===== config.mk =====
export PLATFORM = sky130hd
export DESIGN_NAME = console_rx_fifo
export DESIGN_NICKNAME = d
export VERILOG_FILES = /design/src/rtl/console_rx_fifo.sv
export SDC_FILE = /design/constraint.sdc
export NUM_CORES = 1
export LEC_CHECK = 0
export BUFFER_PORTS_ARGS = -buffer_cell sky130_fd_sc_hd__buf_2
export CAP_MARGIN = 20
export CORE_MARGIN = 1.5
export CORE_UTILIZATION = 39
export CTS_CLUSTER_DIAMETER = 200
export DETAILED_ROUTE_END_ITERATION = 12
export GPL_ROUTABILITY_DRIVEN = 0
export SLEW_MARGIN = 20
export SYNTH_ARGS = -nofsm -noshare
export SYNTH_HDL_FRONTEND = slang
export SYNTH_SLANG_ARGS = --single-unit

===== constraint.sdc =====
create_clock -name CLK -period 3.7 [get_ports CLK]
set_input_delay 0.555 -clock CLK [delete_from_list [all_inputs] [get_ports CLK]]
set_output_delay 0.555 -clock CLK [all_outputs]
set_load 0.01 [all_outputs]

===== src/rtl/console_rx_fifo.sv =====
// Console UART receive FIFO: drains UART bytes into a small buffer popped by the CPU.
// Optional macro CONSOLE_RX_FIFO_OVERFLOW_EN: drain the UART even when full, dropping the byte and flagging overflow.
module console_rx_fifo #(
    parameter int DEPTH_LOG2 = 4
) (
    input  logic                  CLK,
    input  logic                  RST,
    input  logic [31:0]           uart_dat_do,
    output logic                  uart_dat_re,
    input  logic                  rd_en,
    output logic [31:0]           rd_data,
    output logic [DEPTH_LOG2:0]   count,
    output logic                  empty,
    output logic                  full,
    output logic                  overflow
);

    // state  | meaning
    // IDLE   | waiting for a valid UART byte; captures it when allowed
    // PULSE  | uart_dat_re high for one cycle to consume the UART byte
    // SETTLE | dead cycle while the UART updates its data register
    typedef enum logic [1:0] {IDLE, PULSE, SETTLE} state_t;

    localparam int DEPTH = 1 << DEPTH_LOG2;
    localparam logic [DEPTH_LOG2:0] DEPTH_CNT = {1'b1, {DEPTH_LOG2{1'b0}}};

    state_t                state;
    logic [7:0]            mem [DEPTH];
    logic [DEPTH_LOG2-1:0] wr_ptr;
    logic [DEPTH_LOG2-1:0] rd_ptr;
    logic                  byte_valid;
    logic                  push;
    logic                  pop;
    logic                  take;
    logic                  unused_dat;

    assign unused_dat = ^uart_dat_do[30:8];
    assign byte_valid = ~uart_dat_do[31];
    assign empty      = (count == '0);
    assign full       = (count == DEPTH_CNT);
    // full is the pre-pop value, so a pop in the same cycle never frees room for the push
    assign push       = (state == IDLE) && byte_valid && !full;
    assign pop        = rd_en && !empty;
    assign rd_data    = empty ? 32'h0 : {24'h0, mem[rd_ptr]};

`ifdef CONSOLE_RX_FIFO_OVERFLOW_EN
    logic overflow_q;

    assign take     = (state == IDLE) && byte_valid;
    assign overflow = overflow_q;

    always_ff @(posedge CLK or posedge RST) begin
        if (RST) begin
            overflow_q <= 1'b0;
        end else if ((state == IDLE) && byte_valid && full) begin
            overflow_q <= 1'b1;
        end
    end
`else
    assign take     = push;
    assign overflow = 1'b0;
`endif

    always_ff @(posedge CLK) begin
        if (push) begin
            mem[wr_ptr] <= uart_dat_do[7:0];
        end
    end

    always_ff @(posedge CLK or posedge RST) begin
        if (RST) begin
            state       <= IDLE;
            uart_dat_re <= 1'b0;
            wr_ptr      <= '0;
            rd_ptr      <= '0;
            count       <= '0;
        end else begin
            uart_dat_re <= 1'b0;
            case (state)
                IDLE: begin
                    if (take) begin
                        state       <= PULSE;
                        uart_dat_re <= 1'b1;
                    end
                end
                PULSE:   state <= SETTLE;
                SETTLE:  state <= IDLE;
                default: state <= IDLE;
            endcase

            if (push) begin
                wr_ptr <= wr_ptr + 1'b1;
            end
            if (pop) begin
                rd_ptr <= rd_ptr + 1'b1;
            end
            if (push && !pop) begin
                count <= count + 1'b1;
            end else if (pop && !push) begin
                count <= count - 1'b1;
            end
        end
    end

endmodule


# --- Word-level counts from Yosys, hierarchy flattened ---
# Memories as Yosys holds them, arrays and structs flattened.
# Cells that the tools add are included.
word_totals:
  output_inout_bits: 41
  mem_count: 1
  ram_bits: 128
  register_bits: 16
  elab_cells: 34
  inputBits: 35
mem_list:
  columns: ["memory", "depth", "width", "rd", "rd_clocked_by_memory_dff", "wr", "line", "rtl"]
  rows:
  - ["mem", 16, 8, 1, 0, 1, "28", "logic [7:0] mem [DEPTH];"]
op_classes:
  n_mux: 8
  n_bitwise: 1
  eq_ne: 3
  addsub: 4
  n_reduce_logical: 12
ops:
  columns: ["operator", "n"]
  rows:
  - ["5-bit two-way mux", 2]
  - ["4-bit by 1-bit adder with 4-bit output (second input constant)", 2]
  - ["8-bit two-way mux", 1]
  - ["5-bit by 1-bit adder with 5-bit output (second input constant)", 1]
  - ["5-bit equality test (second input constant)", 1]
  - ["1-bit logical AND", 5]
  - ["5-bit logical NOT", 1]
  - ["5-bit by 1-bit subtractor with 5-bit output (second input constant)", 1]
  - ["1-bit logical NOT", 4]
  - ["2-bit case mux with 2 select lines", 1]
  - ["1-bit two-way mux", 3]
  - ["2-bit by 1-bit equality test with 1-bit output (second input constant)", 1]
  - ["2-bit logical NOT", 1]
  - ["2-bit two-way mux", 1]
  - ["2-bit inequality test (second input constant)", 1]
  - ["2-bit nonzero test", 1]
  - ["1-bit inverter", 1]

# --- Depth between registers and ports, before layout ---
# Gate-level depths: netlist (run 1).
logic_depth:
  word_depth: 7
  ltp_mapped: 10
  mapped_depth_nobuf: 10

# --- Least setup slack after synthesis (run 1) ---
# Ideal clock, no wire load.
synth_timing:
  kind: "register to register"
  from: "reg count[3]"
  to: "reg count[4]"
  period_less_slack_ns: 2.650
  arrival_ns: 2.524
  required_ns: 3.574
  setup_ns: 0.126
  slack_ns: 1.050
  path_stages_with_launch: 11
  n_path_buf: 0
  cell_sequence: "dfrtp_1 -> nor4_4 -> nand2b_2 -> nand2_1 -> ha_1 -> inv_1 -> ha_1 -> nor2b_1 -> o21a_1 -> o211a_1 -> a311o_1"
synth_between:
  elab_chain_len: 6
  elab_cells_between_ends: 15
  cone_classes: "2 x add/sub; 1 x eq/ne; 2 x mux; 10 x reduce/logical"
synth_lines:
  columns: ["item", "line", "rtl"]
  rows:
  - ["from (decl)", "12", "output logic [DEPTH_LOG2:0] count,"]
  - ["from (signal assigned)", "98", "count <= count + 1'b1;"]
  - ["from (signal assigned)", "100", "count <= count - 1'b1;"]
  - ["branches (longest 6 deep; another with 5-bit by 1-bit subtractor with 5-bit output)", null, null]
# Several ways; the timed one is not identified. The select of a mux whose other input is x is not followed.
# A chain may end at the register's enable or synchronous reset.

# --- Worst setup path in the final report (run 1) ---
layout_timing:
  from: "reg count[0]"
  to: "reg count[4]"
# The elaborated chain is that of the path after synthesis.

==> results by group, run 1 <==
Outcome
  – Status: complete, no violations

Timing
  – Fmax: 0.319 GHz
  – RSZ-0062 raised after global routing: no
  – Worst rel slew slack: 0.489
  – Setup TNS: 0 ns
  – Hold Vio Cnt, Final: 0
  – Worst Tran Pin Value: 0.767 ns
  – Final setup skew: 0.00743 ns
  – Tmin final: 3.14 ns
  – Fin. max-slew vios: 0
  – Worst hold slack: 0.213 ns
  – Fin crit share: 0.847
  – Final setup fails: 0

Global routing
  – Overall routing resource usage: 0.147
  – Pin count of the biggest net entering global routing: 19
  – Vias in the first global route: 2,961
  – First-pass GRT wire length: 17.0 mm
  – Initial antenna violation count: 1
  – GRT overflow: 0

Place
  – Post-DP HPWL: 7.33 mm
  – Port bufs: 27

Synthesis
  – Syn Area/Cell: 18.9 um^2
  – Number of synthesized register bits: 144
  – Post-synthesis instance area: 6240 um^2
  – Yosys warns: 0
  – Sequential-to-total area share from yosys stat: 0.680
  – Synth unique cells: 43
  – Syn Inst Count: 331

Final layout
  – Synthesis-to-layout area growth: 13.2%
  – Fillers: 1,356
  – Most frequent cells in the layout: 128 x edfxtp_1, 27 x buf_2, 25 x conb_1
  – Layout cells sized above 1: 0.268
  – Antenna Cells: 0
  – Nets@finish: 417
  – Most common cell after layout, fill and taps aside: edfxtp_1

Setup path
  – CP Max Fanout: 12
  – WP data required: 4.01 ns
  – CP Launch Type: register
  – Arrival time of the worst setup path: 3.44 ns
  – CP Class: register to register
  – Worst Setup End Kind: register

Detailed routing
  – DR WL/cell: 18.5 um
  – Post-Route WL: 11.1 mm
  – Antenna Nets Post-Route: 0
  – Vias per std cell: 4.95
  – DRT iter0 DRCs: 266
  – Routed via count: 2,968
  – DRC Markers: 0
  – Detailed Routing Iterations Pass 1: 4

Run
  – Max Cap Violations: 0

Clock network
  – Post-CTS sizing: 0
  – CTS tree: yes
  – Clk slew on worst S/H paths: 0.06 ns
  – CTS Sinks: 144
  – Root Driver: clkbuf_16
  – Post-CTS setup repair buffer count: 0
  – CTS max path bufs: 2
  – Clock Latency Late Sink: 0.42 ns
  – H-tree depth: 4
  – CTS Buf Count: 17
  – Hold-fix buffers, CTS: 0

Worst hold path
  – Hold crit path type: primary input to async pin

Die
  – Core Area: 15,800 um^2
  – Area of the die: 16,800 um^2
  – Initial Util: 0.396
  – Io pins: 76
  – Die width: 130 um
  – Die height: 130 um
  – Rows: 46

Power and ir drop
  – Maximum VDD drop: 0.374 mV
  – Pwr/cell area: 762 nW/um^2
  – P_leak: 2.50 nW
routing by layer:
layer  GRT usage  vias up  share of wire
met5           0        -         0.0015
met4      0.0725        2          0.024
met3      0.0462       21          0.035
met2       0.236       66           0.49
met1       0.182     1524           0.45
li1            -     1355              -
worst max-delay path, cell delays in order, from the launching register on:
cell,delay (ns)
dfrtp_1,0.46
nor4_4,0.45
nand2b_2,0.27
nand2_1,0.25
ha_1,0.27
inv_1,0.14
ha_1,0.32
nor2b_1,0.13
o21a_1,0.20
o211a_1,0.22
a311o_1,0.31
sequential cells by signal, summed over array words and instances, names as in the netlist:
register / count
state: 2
wr_ptr: 4
count: 5
rd_ptr: 4
mem: 128
uart_dat_re: 1
kinds of logic (layout without fill, tap and decap cells):
logic type                 count (synthesis)  after routing  synth area share
DFF                                      144            144             0.680
muxes                                     51             51             0.154
buffers and inverters                     49             78            0.0577
and+or+nand+nor                           40             40            0.0435
AOI/OAI and AO/OA                         26             26            0.0283
adders and majority gates                 11             11            0.0232
xor gates and xnor gates                   9              9            0.0126
other                                      1             25          0.000601
final cells by class:
cell class	count	area, um^2	share of cell area
timing repair buffer	39	238	0.0336
multi-input combinational	162	1740	0.246
tap	216	270	0.0382
clock inverter	13	121	0.0172
clock buffer	19	433	0.0612
sequential	144	4240	0.600
inverter	7	26.3	0.00372
cell usage after synthesis (all sizes together):
| cell | instances | area share |
|---|---|---|
| xnor2 | 8 | 0.011 |
| mux2i | 10 | 0.016 |
| fa | 1 | 0.0032 |
| inv | 7 | 0.0042 |
| and4 | 4 | 0.0056 |
| o21ai | 11 | 0.0094 |
| nand2 | 9 | 0.0054 |
| mux2 | 9 | 0.016 |
| nor2 | 2 | 0.0012 |
| nand3 | 3 | 0.0024 |
| buf | 37 | 0.047 |
| ha | 10 | 0.020 |
| a2111oi | 3 | 0.0072 |
| dfrtp | 16 | 0.064 |
| and2 | 5 | 0.0050 |
| and3 | 1 | 0.0010 |
| nor3 | 2 | 0.0016 |
| nand4 | 1 | 0.0010 |
| and3b | 1 | 0.0014 |
| xor2 | 1 | 0.0014 |
| a21oi | 9 | 0.0072 |
| a311o | 1 | 0.0016 |
| and4bb | 2 | 0.0040 |
| nand2b | 1 | 0.0014 |
| conb | 1 | 0.00060 |
| nor3b | 4 | 0.0048 |
| clkbuf | 5 | 0.0062 |
| o21a | 1 | 0.0012 |
| mux4 | 32 | 0.12 |
| o211a | 1 | 0.0016 |
| nor4bb | 2 | 0.0032 |
| nor4 | 1 | 0.0034 |
| nor2b | 2 | 0.0020 |
| edfxtp | 128 | 0.62 |
path summary, 6_finish.rpt:
path,from,endpoint,slack [ns],cells past startpoint
min reg2reg,state[1],state[1],0.52,1
max reg2reg,count[0],count[4],0.56,10
min,RST,count[0],0.21,2
min in group CLK,uart_dat_do[31],uart_dat_re,0.36,2
max,count[0],count[4],0.56,10
max in group asynchronous,RST,rd_ptr[1],3.06,2
power breakdown:
part / internal [mW] / switching, mW
clock network: 0.976 / 0.613
logic: 0.819 / 0.820
registers: 1.95 / 0.201
through the flow:
stage / worst slack (ns) / cells / utilization / instance area, um^2 / power (mW)
after floorplan: 1.05 / 355 / - / 6330 / 3.44
after global placement: 0.635 / 568 / 0.413 / 6510 / 3.82
after detailed placement: 0.537 / 568 / 0.413 / 6510 / 3.85
after CTS: 0.533 / 600 / 0.448 / 7070 / 5.45
after global routing: 0.366 / 600 / 0.448 / 7070 / 5.66
final: 0.565 / 600 / 0.448 / 7070 / 5.38
Power figures use the tool's default switching activity.
==> inputs of run 2 (changes only) <==
--- a/config.mk
+++ b/config.mk
@@ -5,6 +5,7 @@
 export SDC_FILE = /design/constraint.sdc
 export NUM_CORES = 1
 export LEC_CHECK = 0
+export ABC_AREA = 1
 export BUFFER_PORTS_ARGS = -buffer_cell sky130_fd_sc_hd__buf_2
 export CAP_MARGIN = 20
 export CORE_MARGIN = 1.5
==> constraint.sdc (replaced) <==
create_clock -name CLK -period 3.1 [get_ports CLK]
set_input_delay 0.465 -clock CLK [delete_from_list [all_inputs] [get_ports CLK]]
set_output_delay 0.465 -clock CLK [all_outputs]
set_load 0.01 [all_outputs]
==> run 2 against run 1 <==
Final cell count rose by 41%. Non-clock buffer count rose by 4. Critical path type is now register to primary output. Power up 28%. Largest cell class unchanged.
==> results by group, run 2 <==
Outcome
  – Status: complete, no violations

Clock network
  – CTS Sinks: 144 (unchanged)
  – CTS Buf Count: 17 (unchanged)
  – Root Driver: clkbuf_16
  – Post-CTS setup repair buffer count: 0 (unchanged)
  – Clk slew on worst S/H paths: 0.06 ns (about the same)
  – CTS max path bufs: 2 (unchanged)
  – CTS tree: yes
  – Clock Latency Late Sink: 0.41 ns (about the same)
  – H-tree depth: 4 (unchanged)

Synthesis
  – Post-synth EDFFs: 128 (unchanged)
  – Main area contributors after synthesis: edfxtp_1 60%, nand2_1 11%, nand3_1 8.1%
  – Synth area leader: edfxtp_1
  – Top-count cell post-synth: nand2_1
  – Most instantiated cells after synthesis: 195 x nand2_1, 128 x edfxtp_1, 103 x nand3_1
  – Number of synthesized register bits: 144 (unchanged)
  – Syn Area/Cell: 11.0 um^2 (-42%)
  – Post-synthesis instance area: 6400 um^2 (+2.6%)
  – Syn Inst Count: 583 (+76%)
  – Yosys warns: 0 (unchanged)
  – Sequential-to-total area share from yosys stat: 0.663 (-0.0170)
  – Post-synth top area share: 0.600 (-0.0154)
  – Synth unique cells: 27 (-37%)
  – Asr flop ratio synth: 0.111 (unchanged)
  – Most used DFF post-synth: edfxtp_1

Timing
  – Worst rel slew slack: 0.408 (-0.0807)
  – Fin. max-slew vios: 0 (unchanged)
  – Fin crit share: 0.902
  – Final setup skew: 0.00680 ns (-0.000635 ns)
  – Tmin final: 2.80 ns
  – Worst Tran Pin Value: 0.884 ns (+0.118 ns)
  – Hold Vio Cnt, Final: 0 (unchanged)
  – Final worst slack: 0.304 ns (-0.261 ns)
  – RSZ-0062 raised after global routing: no
  – Worst hold slack: 0.157 ns (-0.0568 ns)
  – Fmax: 0.358 GHz
  – Setup TNS: 0 ns (unchanged)
  – Final setup fails: 0 (unchanged)

Final layout
  – Largest regs: mem x128, count x5
  – Sequential Area: 4250 um^2 (about the same)
  – Nets@finish: 663 (+59%)
  – Multi-input logic area: 1780 um^2 (+2.6%)
  – Synthesis-to-layout area growth: 12.8%
  – Fillers: 1,505 (+11%)
  – Final core area utilization: 0.453 (+0.00488)
  – Max reg flops: 128 (unchanged)
  – Layout cells sized above 1: 0.141 (-0.127)
  – Register with the most flip-flops: mem
  – Most frequent cells in the layout: 195 x nand2_1, 128 x edfxtp_1, 103 x nand3_1
  – Most common cell after layout, fill and taps aside: nand2_1

Global routing
  – Vias in the first global route: 3,959 (+34%)
  – First-pass GRT wire length: 21.4 mm (+26%)
  – GRT overflow: 0 (unchanged)
  – Pin count of the biggest net entering global routing: 41 (+22)
  – Overall routing resource usage: 0.164 (+0.0163)
  – Initial antenna violation count: 1 (unchanged)

Die
  – Area of the die: 17,200 um^2 (+2.5%)
  – Core Area: 15,900 um^2 (+1.1%)
  – Rows: 46 (unchanged)
  – Io pins: 76 (unchanged)
  – Initial Util: 0.402 (+0.00576)
  – Die height: 131 um (+1.2%)
  – Die width: 131 um (+1.2%)

Setup path
  – Reg2Reg Depth: 15 (+5)
  – Slowest stage cell, crit path: dfrtp_1
  – FF-to-FF setup slack: 0.64 ns (+0.08 ns)
  – WP data required: 2.63 ns (-1.38 ns)
  – CP bufs+invs: 2 (+1)
  – Worst path depth: 7 (-3)
  – FF-to-FF Start: count[2]
  – Arrival time of the worst setup path: 2.33 ns (-1.11 ns)
  – CP Max Fanout: 33 (+21)
  – R2r endpoint: count[4]
  – Worst Setup End Kind: primary output
  – Highest cell delay on the worst timing path: 0.69 ns (+0.23 ns)
  – Setup crit end: rd_data[4]
  – CP Launch Type: register
  – Critical Path Start: rd_ptr[1]
  – Crit path cell chain: inv_4, nand3_1, nand3_1, nand2_1, nand2_1, a21oi_1, buf_2
  – CP Class: register to primary output
  – CP top delay family: flip-flops

Detailed routing
  – Post-Route WL: 13.3 mm (+19%)
  – Routed via count: 4,108 (+38%)
  – DRT iter0 DRCs: 413 (+55%)
  – Detailed Routing Iterations Pass 1: 5 (+1)
  – DRC Markers: 0 (unchanged)
  – Antenna Nets Post-Route: 0 (unchanged)
  – Vias per std cell: 4.86 (-1.8%)
  – DR WL/cell: 15.7 um (-15%)

Place
  – Post-DP HPWL: 8.25 mm (+13%)
  – Worst slack, placed: 0.633 ns (+0.0966 ns)
  – Port bufs: 27 (unchanged)

Run
  – Max Cap Violations: 0 (unchanged)

Worst hold path
  – Hold crit path type: primary input to async pin

Power and ir drop
  – P_leak: 2.83 nW (+14%)
  – Pwr/cell area: 954 nW/um^2 (+25%)
  – Maximum VDD drop: 0.504 mV (+35%)
run 2: power by group:
group          leakage, nW  switching (mW)  internal [mW]  total, mW
registers             1.35           0.164           2.32       2.49
logic                 1.21            1.62          0.788       2.41
clock network        0.275           0.741           1.25       2.00
total                 2.83            2.53           4.37       6.89
run 2: cell type report:
cell class                      count  share of cell area
Inverter                           24              0.0128
Antenna cell                        1            0.000346
Clock inverter                     11              0.0194
Timing Repair Buffer               43              0.0353
Tap cell                          216              0.0374
Sequential cell                   144               0.588
Multi-Input combinational cell    387               0.246
Clock buffer                       20              0.0605
run 2: how the worst min path moves through the flow:
stage                  start  slack (ns)  cells after the start           to
detailed placement  state[1]        0.42                      1     state[1]
floorplan                RST        0.38                      1     count[0]
CTS                      RST        0.16                      2  uart_dat_re
global placement    state[1]        0.41                      1     state[1]
finish                   RST        0.16                      2  uart_dat_re
global route             RST        0.20                      2  uart_dat_re
run 2: worst reg2reg max path, delay by kind of cell (launching register included):
kind,cells,cell delay [ns]
adder cells (fa/ha/maj),2,0.56
AND/OR/NAND/NOR,8,0.88
AO/OA/AOI/OAI,2,0.25
flip-flops,1,0.43
buffers and inverters,3,0.25
run 2: stage by stage:
| stage | cell area [um^2] | std cells | power, mW |
|---|---|---|---|
| 6_report | 7220 | 846 | 6.89 |
| 5_1_grt | 7220 | 845 | 7.37 |
| 4_1_cts | 7220 | 845 | 6.94 |
| 3_5_place_dp | 6640 | 814 | 4.94 |
| 3_3_place_gp | 6640 | 814 | 4.88 |
| 2_1_floorplan | 6490 | 607 | 4.33 |
run 2: what timing repair did:
item | 4_1_cts | 5_1_grt
hold buffers | 0 | 0
endpoints found under the setup margin | 0 | 1
resized for setup | 0 | 2
run 2: layer usage:
layer / global-route usage / routed length [um]
met5: 0 / 0
met4: 0.0499 / 113
met3: 0.0513 / 846
met2: 0.263 / 6320
met1: 0.213 / 5980
run 2: cell families after synthesis:
family	after synthesis	synth area share
compound gates	16	0.0129
xor+xnor	9	0.0123
fa+ha+maj	11	0.0227
buf+inv	76	0.0733
flops	144	0.663
other cells	1	0.000586
simple gates	326	0.216
==> inputs of run 3 (changes only) <==
--- a/config.mk
+++ b/config.mk
@@ -8,7 +8,7 @@
 export ABC_AREA = 1
 export BUFFER_PORTS_ARGS = -buffer_cell sky130_fd_sc_hd__buf_2
 export CAP_MARGIN = 20
-export CORE_MARGIN = 1.5
+export CORE_MARGIN = 10
 export CORE_UTILIZATION = 39
 export CTS_CLUSTER_DIAMETER = 200
 export DETAILED_ROUTE_END_ITERATION = 12
==> run 3 against run 2 <==
Clock-buffer cell count is 2 lower. Flip-flop and latch count is the same. Utilization is 0.20 points higher. Sequential share of layout area down 0.47 points. Hold slack lost 0.012 ns. Sequential power barely moved. Clock skew is essentially flat. Highest routed layer unchanged. Global-route usage fell by 3.5 points. Final cell count increased by 0.24%. Power grew 2.7%. Via count up 1.0%. Worst setup slack lost 0.020 ns.
==> results by group, run 3 (synthesis results as in run 2) <==
Timing
  – Final setup fails: 0 (unchanged)
  – Fin. max-slew vios: 0 (unchanged)
  – RSZ-0062 raised after global routing: no
  – Hold Vio Cnt, Final: 0 (unchanged)
  – Setup TNS: 0 ns (unchanged)
  – Fmax: 0.355 GHz (-0.71%)
  – Worst hold slack: 0.145 ns (-0.0118 ns)
  – Fin crit share: 0.908 (+0.00647)
  – Worst Tran Pin Value: 0.863 ns (-0.0219 ns)
  – Final setup skew: 0.00713 ns (+0.000333 ns)
  – Worst rel slew slack: 0.423 (+0.0146)
  – Tmin final: 2.82 ns (+0.0201 ns)

Clock network
  – Hold-fix buffers, CTS: 0 (unchanged)
  – Post-CTS sizing: 0 (unchanged)
  – Clk slew on worst S/H paths: 0.06 ns (about the same)
  – H-tree depth: 4 (unchanged)
  – CTS max path bufs: 2 (unchanged)
  – Root Driver: clkbuf_16
  – CTS tree: yes
  – CTS Buf Count: 17 (unchanged)
  – Post-CTS setup repair buffer count: 0 (unchanged)
  – CTS Sinks: 144 (unchanged)
  – Clock Latency Late Sink: 0.42 ns (about the same)

Global routing
  – Vias in the first global route: 4,089 (+3.3%)
  – GRT overflow: 0 (unchanged)
  – Initial antenna violation count: 1 (unchanged)
  – Pin count of the biggest net entering global routing: 38 (-7.3%)
  – First-pass GRT wire length: 21.9 mm (+2.4%)
  – Overall routing resource usage: 0.129 (-0.0347)

Power and ir drop
  – Pwr Total: 7.08 mW (+2.7%)
  – Pwr/cell area: 972 nW/um^2 (+1.8%)
  – P_leak: 2.87 nW (+1.1%)
  – Maximum VDD drop: 0.580 mV (+15%)

Die
  – Area of the die: 21,900 um^2 (+28%)
  – Die height: 148 um (+13%)
  – Io pins: 76 (unchanged)
  – Core Area: 16,000 um^2 (+0.36%)
  – Initial Util: 0.400 (-0.00144)
  – Rows: 46 (unchanged)
  – Die width: 148 um (+13%)

Detailed routing
  – Post-Route WL: 14.0 mm (+5.5%)
  – Vias per std cell: 4.89 (+0.76%)
  – DRT iter0 DRCs: 216 (-48%)
  – DR WL/cell: 16.5 um (+5.2%)
  – Antenna Nets Post-Route: 0 (unchanged)
  – DRC Markers: 0 (unchanged)
  – Routed via count: 4,149 (+1.0%)
  – Detailed Routing Iterations Pass 1: 5 (unchanged)

Run
  – Max Cap Violations: 0 (unchanged)

Setup path
  – FF-to-FF Start: count[2]
  – Arrival time of the worst setup path: 2.35 ns (+0.02 ns)
  – Worst Setup End Kind: primary output
  – WP data required: 2.63 ns (about the same)
  – R2r endpoint: count[4]
  – Slowest stage cell, crit path: dfrtp_2
  – Crit path cell chain: inv_2, buf_4, nand2_1, nand3_1, nand3_1, nand2_1, nand2_1, a21oi_1, buf_2
  – Most used cell along the critical path: nand2_1
  – FF-to-FF setup slack: 0.61 ns (-0.03 ns)
  – CP bufs+invs: 3 (+1)
  – CP Max Fanout: 37 (+12%)
  – Highest cell delay on the worst timing path: 0.50 ns (-0.19 ns)
  – CP Class: register to primary output
  – Reg2Reg Depth: 15 (unchanged)
  – CP top delay family: buffers and inverters
  – CP Launch Type: register

Place
  – Port bufs: 27 (unchanged)
  – Inst Count DP: 816 (+0.25%)
  – Post-DP HPWL: 8.73 mm (+5.8%)

Final layout
  – Final core area utilization: 0.455 (+0.00205)
  – Synthesis-to-layout area growth: 13.7%
  – Max reg flops: 128 (unchanged)
  – Most common cell after layout, fill and taps aside: nand2_1
  – Register with the most flip-flops: mem
  – Layout cells sized above 1: 0.144 (+0.00272)
  – Non-Filler Instances: 848 (+0.24%)
  – Fillers: 1,481 (-1.6%)
  – Largest regs: mem x128, count x5
  – Nets@finish: 665 (+0.30%)
  – Most frequent cells in the layout: 195 x nand2_1, 128 x edfxtp_1, 103 x nand3_1

Worst hold path
  – Hold crit path type: primary input to async pin

Outcome
  – Status: complete, no violations
-- run 3: cell count changes in the layout (fill, tap and decap cells not counted), sizes merged --
cell	previous run	this run
buf	43	45
clkinv	6	7
clkbuf	20	18
bufinv	3	5
inv	24	23
-- run 3: per-stage QoR --
step / worst slack [ns] / cell area (um^2)
after floorplan: 0.742 / 6490
after global placement: 0.710 / 6660
after detailed placement: 0.654 / 6660
after CTS: 0.301 / 7280
after global routing: 0.156 / 7280
final: 0.284 / 7280
-- run 3: area by class of cell --
class | count | area [um^2] | share of cell area
sequential | 144 | 4250 | 0.583
clock buffer | 18 | 429 | 0.0589
multi-input combinational | 387 | 1780 | 0.245
inverter | 24 | 90.1 | 0.0124
tap | 216 | 270 | 0.0371
clock inverter | 13 | 194 | 0.0266
timing repair buffer | 45 | 270 | 0.0371
antenna | 1 | 2.50 | 0.000344
-- run 3: worst max-delay path by stage --
stage	to	slack (ns)	from	cells past startpoint
final	rd_data[2]	0.28	rd_ptr[0]	9
after global routing	rd_data[2]	0.16	rd_ptr[0]	9
after floorplan	count[4]	0.74	count[2]	15
after CTS	rd_data[1]	0.30	rd_ptr[0]	9
after detailed placement	count[4]	0.65	count[2]	15
after global placement	count[4]	0.71	count[3]	15
-- run 3: per-layer routing --
metal	GRT usage	part of all wire	vias up
met5	0	0	-
met2	0.202	0.47	120
met4	0.0406	0.014	0
met1	0.162	0.44	2006
li1	-	-	2004
met3	0.0476	0.078	19
-- run 3: worst register-to-register path, delay by kind of cell (launching register included) --
kind / cells / cell delay (ns)
and+or+nand+nor: 8 / 0.90
adders and majority gates: 2 / 0.57
DFF: 1 / 0.42
buffers and inverters: 3 / 0.25
AOI/OAI and AO/OA: 2 / 0.25
-- run 3: power by group --
group          internal [mW]  switching [mW]  total (mW)
clock network           1.41           0.740        2.15
logic                  0.788            1.64        2.43
registers               2.32           0.177        2.50
total                   4.52            2.56        7.08
